File: src/rtl/pj_commit_monitor.sv
// pj_commit_monitor: observes the ROB debug commit port. It keeps a shadow
// architectural register file built only from retired writes, counts
// retirements and RUN cycles, and decides end of program. A program ends when
// it branches to itself (HALTED) or when no commit arrives for too long
// (TIMEOUT). HALTED and TIMEOUT are terminal; only reset_i leaves them.
//
// Handshake: commit_v_i is a plain valid with no ready. Every cycle in which
// it is high presents exactly one retired instruction, and the monitor
// consumes that instruction on the same rising edge. There is no
// back-pressure. In HALTED or TIMEOUT the commit is dropped without any
// effect.
module pj_commit_monitor #(
    parameter int WORD_SIZE_P   = 16,
    parameter int NUM_ARCH_REG  = 8,
    parameter int HALT_REPEAT_P = 2,
    parameter int TIMEOUT_P     = 1024,
    parameter int CNT_WIDTH_P   = 32
) (
    input  logic                            clk_i,
    input  logic                            reset_i,
    input  logic                            commit_v_i,
    input  logic [WORD_SIZE_P-1:0]          commit_pc_i,
    input  logic                            commit_w_v_i,
    input  logic [$clog2(NUM_ARCH_REG)-1:0] commit_reg_addr_i,
    input  logic [WORD_SIZE_P-1:0]          commit_reg_val_i,
    input  logic [$clog2(NUM_ARCH_REG)-1:0] reg_r_addr_i,
    output logic [WORD_SIZE_P-1:0]          reg_r_data_o,
    output logic [CNT_WIDTH_P-1:0]          retired_cnt_o,
    output logic [CNT_WIDTH_P-1:0]          cycle_cnt_o,
    output logic                            halt_o,
    output logic [WORD_SIZE_P-1:0]          halt_pc_o,
    output logic                            timeout_o,
    output logic                            done_o,
    output logic [1:0]                      state_dbg_o
);

    // The repeat counter only needs to reach HALT_REPEAT_P, which is at most 15.
    localparam int RPT_W  = 4;
    localparam int IDLE_W = $clog2(TIMEOUT_P + 1);

    typedef enum logic [1:0] {
        ST_RUN     = 2'd0,
        ST_HALTED  = 2'd1,
        ST_TIMEOUT = 2'd2
    } state_e;

    state_e                   state_q, state_d;
    logic [WORD_SIZE_P-1:0]   regs_q [NUM_ARCH_REG];
    logic [WORD_SIZE_P-1:0]   regs_d [NUM_ARCH_REG];
    logic [CNT_WIDTH_P-1:0]   retired_q, retired_d;
    logic [CNT_WIDTH_P-1:0]   cycle_q, cycle_d;
    logic [WORD_SIZE_P-1:0]   halt_pc_q, halt_pc_d;
    logic [WORD_SIZE_P-1:0]   last_pc_q, last_pc_d;
    logic                     last_v_q, last_v_d;
    logic [RPT_W-1:0]         rpt_q, rpt_d, rpt_new;
    logic [IDLE_W-1:0]        idle_q, idle_d, idle_new;

    // Counters stick at all-ones instead of wrapping.
    function automatic logic [CNT_WIDTH_P-1:0] sat_inc(input logic [CNT_WIDTH_P-1:0] v);
        return (&v) ? v : v + CNT_WIDTH_P'(1);
    endfunction

    // Next-state logic: in RUN, a commit updates the counters, the shadow
    // registers and the repeat tracking. A cycle with no commit advances the
    // idle count. In HALTED or TIMEOUT everything holds its value.
    always_comb begin
        state_d   = state_q;
        regs_d    = regs_q;
        retired_d = retired_q;
        cycle_d   = cycle_q;
        halt_pc_d = halt_pc_q;
        last_pc_d = last_pc_q;
        last_v_d  = last_v_q;
        rpt_d     = rpt_q;
        idle_d    = idle_q;
        rpt_new   = '0;
        idle_new  = '0;
        if (state_q == ST_RUN) begin
            cycle_d = sat_inc(cycle_q);
            if (commit_v_i) begin
                retired_d = sat_inc(retired_q);
                if (commit_w_v_i) begin
                    regs_d[commit_reg_addr_i] = commit_reg_val_i;
                end
                if (last_v_q && (commit_pc_i == last_pc_q)) begin
                    rpt_new = (&rpt_q) ? rpt_q : rpt_q + RPT_W'(1);
                end else begin
                    rpt_new = RPT_W'(1);
                end
                rpt_d     = rpt_new;
                last_pc_d = commit_pc_i;
                last_v_d  = 1'b1;
                idle_d    = '0;
                if (rpt_new == RPT_W'(HALT_REPEAT_P)) begin
                    state_d   = ST_HALTED;
                    halt_pc_d = commit_pc_i;
                end
            end else begin
                idle_new = (&idle_q) ? idle_q : idle_q + IDLE_W'(1);
                idle_d   = idle_new;
                if (idle_new == IDLE_W'(TIMEOUT_P)) begin
                    state_d = ST_TIMEOUT;
                end
            end
        end
    end

    // State register. A synchronous reset clears every flop and the whole
    // shadow register file.
    always_ff @(posedge clk_i) begin
        if (reset_i) begin
            state_q   <= ST_RUN;
            regs_q    <= '{default: '0};
            retired_q <= '0;
            cycle_q   <= '0;
            halt_pc_q <= '0;
            last_pc_q <= '0;
            last_v_q  <= 1'b0;
            rpt_q     <= '0;
            idle_q    <= '0;
        end else begin
            state_q   <= state_d;
            regs_q    <= regs_d;
            retired_q <= retired_d;
            cycle_q   <= cycle_d;
            halt_pc_q <= halt_pc_d;
            last_pc_q <= last_pc_d;
            last_v_q  <= last_v_d;
            rpt_q     <= rpt_d;
            idle_q    <= idle_d;
        end
    end

    // Outputs are decoded from registered state only. The read port has no
    // write bypass, so a register written this cycle still reads its old value.
    assign reg_r_data_o  = regs_q[reg_r_addr_i];
    assign retired_cnt_o = retired_q;
    assign cycle_cnt_o   = cycle_q;
    assign halt_o        = (state_q == ST_HALTED);
    assign timeout_o     = (state_q == ST_TIMEOUT);
    assign done_o        = halt_o | timeout_o;
    assign halt_pc_o     = halt_pc_q;
    assign state_dbg_o   = state_q;

endmodule

File: config.mk
export PLATFORM = sky130hd
export DESIGN_NAME = pj_commit_monitor
export DESIGN_NICKNAME = d
export VERILOG_FILES = /design/src/rtl/pj_commit_monitor.sv
export SDC_FILE = /design/constraint.sdc
export NUM_CORES = 1
export LEC_CHECK = 0
export BUFFER_PORTS_ARGS = -buffer_cell sky130_fd_sc_hd__buf_2
export CORE_MARGIN = 2
export CORE_UTILIZATION = 55
export CTS_BUF_LIST = sky130_fd_sc_hd__clkbuf_8
export DETAILED_ROUTE_END_ITERATION = 8
export PLACE_DENSITY = 0.81
export SETUP_SLACK_MARGIN = 0.05
export SYNTH_ARGS = -nofsm -noshare
export SYNTH_HDL_FRONTEND = slang
export SYNTH_SLANG_ARGS = --single-unit
File: constraint.sdc
create_clock -name clk_i -period 4.2 [get_ports clk_i]
set_clock_uncertainty 0.2 [all_clocks]
set_input_delay 0.21 -clock clk_i [delete_from_list [all_inputs] [get_ports clk_i]]
set_output_delay 0.21 -clock clk_i [all_outputs]
set_load 0.03 [all_outputs]
==> results of run 1 <==
per-stage QoR:
stage               total power, mW  cell area [sq um]  std cells
floorplan                      2.58              11200       1354
global placement               2.65              11900       1669
detailed placement             2.65              11900       1669
CTS                            4.74              13100       1776
global route                   4.87              13100       1777
finish                         4.69              13100       1777
logic make-up after synthesis:
family	Yosys count	share of synthesized area, %
AND/OR/NAND/NOR	567	23.7
XOR/XNOR	38	2.97
AO/OA/AOI/OAI	329	16.5
multiplexers	51	8.31
adder cells (fa/ha/maj)	7	0.782
buffers and inverters	120	4.48
flip-flops	242	43.2
layout make-up:
| class | instances | area [sq um] |
|---|---|---|
| Tap cell | 270 | 338 |
| Multi-Input combinational cell | 992 | 5870 |
| Sequential cell | 242 | 4840 |
| Clock buffer | 51 | 702 |
| Inverter | 10 | 37.5 |
| Fill cell | 1653 | 7020 |
| Antenna cell | 1 | 2.50 |
| Timing Repair Buffer | 191 | 1190 |
| Clock inverter | 20 | 108 |
per-layer routing:
metal  share of wire [%]  routed length [um]  vias up  GRT usage, %
li1                    -                   -     5041             -
met5                   0                   0        -             0
met4                 2.4                 692        0          9.13
met2                  48               13700      389          42.4
met3                 6.6                1900       58          4.29
met1                  44               12600     5034          34.0
sequential cells by signal, summed over array words and instances, names as in the netlist:
signal	flops
retired_cnt_o	32
last_v_q	1
idle_q	11
halt_pc_o	16
cycle_cnt_o	32
state_dbg_o	2
regs_q	128
rpt_q	4
last_pc_q	16
repair_timing:
| item | 4_1_cts | 5_1_grt |
|---|---|---|
| endpoints found under the hold margin | 209 | 0 |
| hold buffers | 36 | 0 |
| resized for setup | 0 | 0 |
Yosys cell counts, types with 7 or more instances:
cell	count
nand4_1	22
clkbuf_1	71
nand2_1	331
nor3_1	15
a211oi_1	9
a31oi_1	8
and3_1	16
dfxtp_1	242
ha_1	7
o21ai_0	45
nor2_1	45
xor2_1	24
and4_1	17
o31ai_1	15
or3_1	25
mux2_2	16
mux4_2	32
buf_2	23
inv_1	10
or2_2	7
xnor2_1	14
or4_1	17
nand3_1	46
a21oi_1	212
power breakdown:
group	total, mW	switching, mW	internal (mW)
Combinational	0.283	0.176	0.107
Clock	2.06	0.911	1.15
Sequential	2.35	0.0227	2.33
Total	4.69	1.11	3.58
critical path: stages (launching register included):
cell      delay, ns
dfxtp_1        0.32
inv_1          0.10
ha_1           0.29
and2_1         0.16
buf_4          0.26
nand3b_1       0.26
nor2_1         0.65
buf_4          0.29
nand2_1        0.06
a21oi_1        0.14
worst min path at each step:
stage / startpoint / end / slack [ns] / depth (start not counted)
3_3_place_gp: regs_q[106]$_SDFFE_PP0P_ / regs_q[106]$_SDFFE_PP0P_ / 0.24 / 2
2_1_floorplan: commit_pc_i[0] / last_pc_q[0]$_SDFFE_PP0P_ / 0.15 / 2
3_5_place_dp: regs_q[97]$_SDFFE_PP0P_ / regs_q[97]$_SDFFE_PP0P_ / 0.25 / 2
4_1_cts: commit_reg_addr_i[0] / regs_q[104]$_SDFFE_PP0P_ / 0.05 / 5
5_1_grt: commit_reg_addr_i[0] / regs_q[104]$_SDFFE_PP0P_ / 0.13 / 5
6_report: commit_reg_addr_i[0] / regs_q[104]$_SDFFE_PP0P_ / 0.09 / 5
==> flow_summary.ini, run 1 <==
[synth]
async_flop_share_pct = 0
yosys_register_bits = 242
yosys_warnings = 0
syn-cell-area_sq_um = 11200
synth_cell_types = 61
synth_flop_cell = dfxtp_1
avgSynthCellArea_sq_um = 8.27
yosysTopAreaCell = dfxtp_1
synthCells = 1354
yosys.area.top_type_share_pct = 43.2
synth-edff-count = 0
synth_nets = 1403
ys_seq_area_share_pct = 43.2
synthTopCellsByArea = dfxtp_1 43%, nand2_1 11%, a21oi_1 9.5%

[floorplanning]
io_pins = 143
row_count = 52
dieArea_sq_um = 21500
initial_utilization_pct = 55.7
coreArea_sq_um = 20100
fp.dieH_um = 147
die_w_um = 147

[drt]
drcViolationCount = 0
wl_mm = 28.9
vias = 10522
dr.first_iter.drc_count = 926
viasPerCell = 5.92
route.detailed.wl_per_inst_um = 16.3
ant_nets = 0
drt-pass1-iter-count = 5

[critical_path]
cp_data_required_time_ns = 4.45
cp-end-kind = flip-flop
arrival_ns = 3.08
timing.rr.end = regs_q[17]$_SDFFE_PP0P_
crit_fanout = 25
worstSetupStartpointType = flip-flop
startpoint = state_dbg_o[0]$_SDFFE_PP0P_
reg2reg_slack_ns = 1.37
ff2ff_path_depth = 9
crit_end = regs_q[17]$_SDFFE_PP0P_
timing.rr.start = state_dbg_o[0]$_SDFFE_PP0P_
critical_path_class = reg -> reg

[final_layout]
final_common_cell = nand2_1
drive_above_1_share_pct = 18.4
final_util_pct = 65.1
area_growth_pct = 16.8
final_nets = 1528
mostFrequentLayoutCells = 331 x nand2_1, 242 x dfxtp_1, 212 x a21oi_1, 141 x buf_2, 51 x clkbuf_8

[timing]
relSlewSlack_pct = 27.1
worst_pin_slew_ns = 1.08
slew_violations = 0
setup_viol = 0
hold_violations = 0
rsz0062_at_grt = false
fin_crit_sh_pct = 67.3
tns_ns = 0
fmax_ghz = 0.354
whs_ns = 0.0855
fin_ws_ns = 1.37
fin_crit_ns = 2.83

[grt]
track_usage_pct = 25.6
grt_pass1_vias = 9694
antenna_found_initial = 1
grt_max_degree = 150
grt_first_pass_wirelength_mm = 46.3
grt-ovfl-total = 0

[clock_tree]
clk_path_buf_depth = 3
clkLatencyLatePin_ns = 0.52
clk_pin_slew_ns = 0.06
cts-root-buf = clkbuf_8
cts_htree_levels = 2
cts_tree = done
clock_sinks = 242
post_cts_buffers = 0
cts_buffers = 42

[place]
gp_congestion = 0.876
dp_hpwl_mm = 18.0
pre_cts_slack_ns = 1.41
io_buffers = 142

[pwr]
cellPowerDensity_nw_per_um2 = 359
p_leak_nw = 4.84
ir_worst_vdd_v = 0.000295

[status]
status = complete, no violations

[worst_hold_path]
hold_path_class = in -> reg

[run]
cap_viol_max_count = 0
Note: power is estimated with default switching activity, not from simulation.
==> run 2, diff against run 1 <==
- ABC_AREA: unset -> 1
- clock period: 4.2 -> 2.82 ns (I/O delays scaled with it)
==> run 2 against run 1 <==
Utilization up 0.59 points. Largest cell class unchanged. Sequential share of layout area down 3.0 points. Area after synthesis up 8.1%.
==> flow_summary.ini, run 2 <==
[synth]
synthTopCellsByArea = dfxtp_1 40%, nor2_1 16%, nand2_1 9.3%
syn-cell-area_sq_um = 12100
yosys_warnings = 0
yosys_register_bits = 242
synth-edff-count = 0
synth_nets = 1866
async_flop_share_pct = 0
avgSynthCellArea_sq_um = 6.67
synthCells = 1817
ys_seq_area_share_pct = 40.0
synth_flop_cell = dfxtp_1
synth_cell_types = 44
yosysMostFrequentCell = nor2_1
yosysTopAreaCell = dfxtp_1
yosys.area.top_type_share_pct = 40.0
synth.cells.most_frequent = 514 x nor2_1, 300 x nand2_1, 242 x dfxtp_1

[place]
io_buffers = 142
gp_congestion = 0.952
dp_hpwl_mm = 22.1

[floorplanning]
coreArea_sq_um = 21700
die_w_um = 152
dieArea_sq_um = 23200
initial_utilization_pct = 55.8
io_pins = 143
row_count = 54
fp.dieH_um = 152

[final_layout]
final_common_cell = nor2_1
final_nets = 2018
largest_reg_flops = 128
regMostFlops = regs_q
drive_above_1_share_pct = 16.1
mostFrequentLayoutCells = 514 x nor2_1, 300 x nand2_1, 242 x dfxtp_1, 224 x o21ai_0, 142 x buf_2
area_growth_pct = 17.6

[grt]
grt_max_degree = 73
use_met1_pct = 37.1
use_met3_pct = 4.10
track_usage_pct = 28.2
grt_pass1_vias = 11778
use_met2_pct = 48.0
grt-ovfl-total = 0
busiest_layer = met2
grt_first_pass_wirelength_mm = 56.2
antenna_found_initial = 1

[critical_path]
critical_path_class = reg -> reg
worstSetupStartpointType = flip-flop
arrival_ns = 2.80
cp-end-kind = flip-flop
timing.rr.start = retired_cnt_o[0]$_SDFFE_PP0P_
reg2reg_slack_ns = 0.27
cp_data_required_time_ns = 3.07
ff2ff_path_depth = 10
crit_fanout = 23
timing.rr.end = retired_cnt_o[7]$_SDFFE_PP0P_

[clock_tree]
post_cts_buffers = 0
clkLatencyLatePin_ns = 0.55
clock_sinks = 242
clk_pin_slew_ns = 0.07
cts_htree_levels = 2
clk_path_buf_depth = 3
cts_buffers = 41
cts_tree = done
cts-root-buf = clkbuf_8

[timing]
rsz0062_at_grt = true
hold_violations = 0
relSlewSlack_pct = 46.6
worst_pin_slew_ns = 0.801
fmax_ghz = 0.393
fin_crit_ns = 2.55
slew_violations = 0
setup_viol = 0
fin_crit_sh_pct = 90.3
tns_ns = 0

[worst_hold_path]
hold_start = commit_w_v_i
worstHoldEndpoint = regs_q[3]$_SDFFE_PP0P_
hold_path_class = in -> reg
hold_depth = 7

[drt]
vias = 12470
route.detailed.wl_per_inst_um = 14.7
dr.first_iter.drc_count = 999
wl_mm = 33.5
drcViolationCount = 0
drt-pass1-iter-count = 5
viasPerCell = 5.47
ant_nets = 0

[pwr]
switching_share_pct = 25.5
p_leak_nw = 6.24
ir_worst_vdd_v = 0.000432
seq_power_share_pct = 46.3
cellPowerDensity_nw_per_um2 = 535
p_sw_mw = 1.94
power_mw = 7.62
p_int_mw = 5.68
comb_power_share_pct = 8.7
power_frac_clock_pct = 45.0

[status]
status = complete, no violations

[run]
cap_viol_max_count = 0
## run 2: cell count changes after synthesis, sizes merged, moves of 18 or more
cell	change
mux4	-32
a21oi	-133
o21ai	+185
or3	-25
nor2	+486
nand2	-18
inv	+101
## run 2: through the flow
stage / cells / util [%] / cell area (sq um) / hold slack (ns) / worst slack, ns
detailed placement: 2167 / 59.6 / 12900 / 0.211 / 0.304
finish: 2280 / 65.7 / 14200 / 0.0631 / 0.275
global placement: 2167 / 59.6 / 12900 / 0.207 / 0.372
floorplan: 1817 / - / 12100 / 0.0921 / 0.662
global route: 2280 / 65.7 / 14200 / 0.0810 / 0.0277
CTS: 2279 / 65.6 / 14200 / 0.0304 / 0.0709
## run 2: area by class of cell
type / count / area [sq um]
inverter: 112 / 423
antenna: 1 / 2.50
clock buffer: 60 / 826
tap: 280 / 350
fill: 1892 / 7440
clock inverter: 13 / 95.1
sequential: 242 / 4840
timing repair buffer: 210 / 1330
multi-input combinational: 1362 / 6370
## run 2: repair_timing
action	CTS	global route
endpoints found under the hold margin	182	0
resized for setup	0	2
setup endpoints to repair	0	4
hold buffers	39	0
## run 2: power by group through the flow
stage,sequential (mW),combinational (mW),clock (mW)
after floorplan,3.60,0.434,0
after global placement,3.60,0.602,0
after detailed placement,3.60,0.611,0
after CTS,3.53,0.655,3.48
after global routing,3.53,0.733,3.64
final,3.53,0.666,3.43
## run 2: worst max-delay path, stage by stage, from the launching register on
cell and delay (ns):
dfxtp_1 0.33, ha_1 0.26, inv_1 0.17, nor3_4 0.06, nand2_2 0.11, nor2_4 0.05
nand4_2 0.06, nand3_2 0.25, inv_1 0.64, nand2_1 0.18, a21oi_2 0.15
## run 2: routing by layer
layer  share of wire, %  vias up  wire length, um
li1                   -     6153                -
met5                  0        -                0
met4                2.2        0              725
met2                 48      496            16000
met1                 43     5758            14400
met3                7.1       63             2400
## run 2: logic make-up (layout without fill, tap and decap cells)
group,count (synthesis),after routing,share of synthesized area (%)
simple gates,961,961,32.9
other cells,0,1,0
fa+ha+maj,7,7,0.723
flops,242,242,40.0
mux,1,1,0.0827
compound gates,347,347,15.5
xor+xnor,46,46,3.33
buf+inv,213,395,7.44
## run 2: worst max path at each step
stage / startpoint / end / slack, ns / depth (start not counted)
2_1_floorplan: retired_cnt_o[1]$_SDFFE_PP0P_ / retired_cnt_o[13]$_SDFFE_PP0P_ / 0.66 / 11
3_3_place_gp: retired_cnt_o[0]$_SDFFE_PP0P_ / retired_cnt_o[20]$_SDFFE_PP0P_ / 0.37 / 11
3_5_place_dp: retired_cnt_o[0]$_SDFFE_PP0P_ / retired_cnt_o[20]$_SDFFE_PP0P_ / 0.30 / 11
4_1_cts: state_dbg_o[0]$_SDFFE_PP0P_ / regs_q[126]$_SDFFE_PP0P_ / 0.07 / 10
5_1_grt: retired_cnt_o[1]$_SDFFE_PP0P_ / retired_cnt_o[20]$_SDFFE_PP0P_ / 0.03 / 10
6_report: retired_cnt_o[0]$_SDFFE_PP0P_ / retired_cnt_o[7]$_SDFFE_PP0P_ / 0.27 / 10
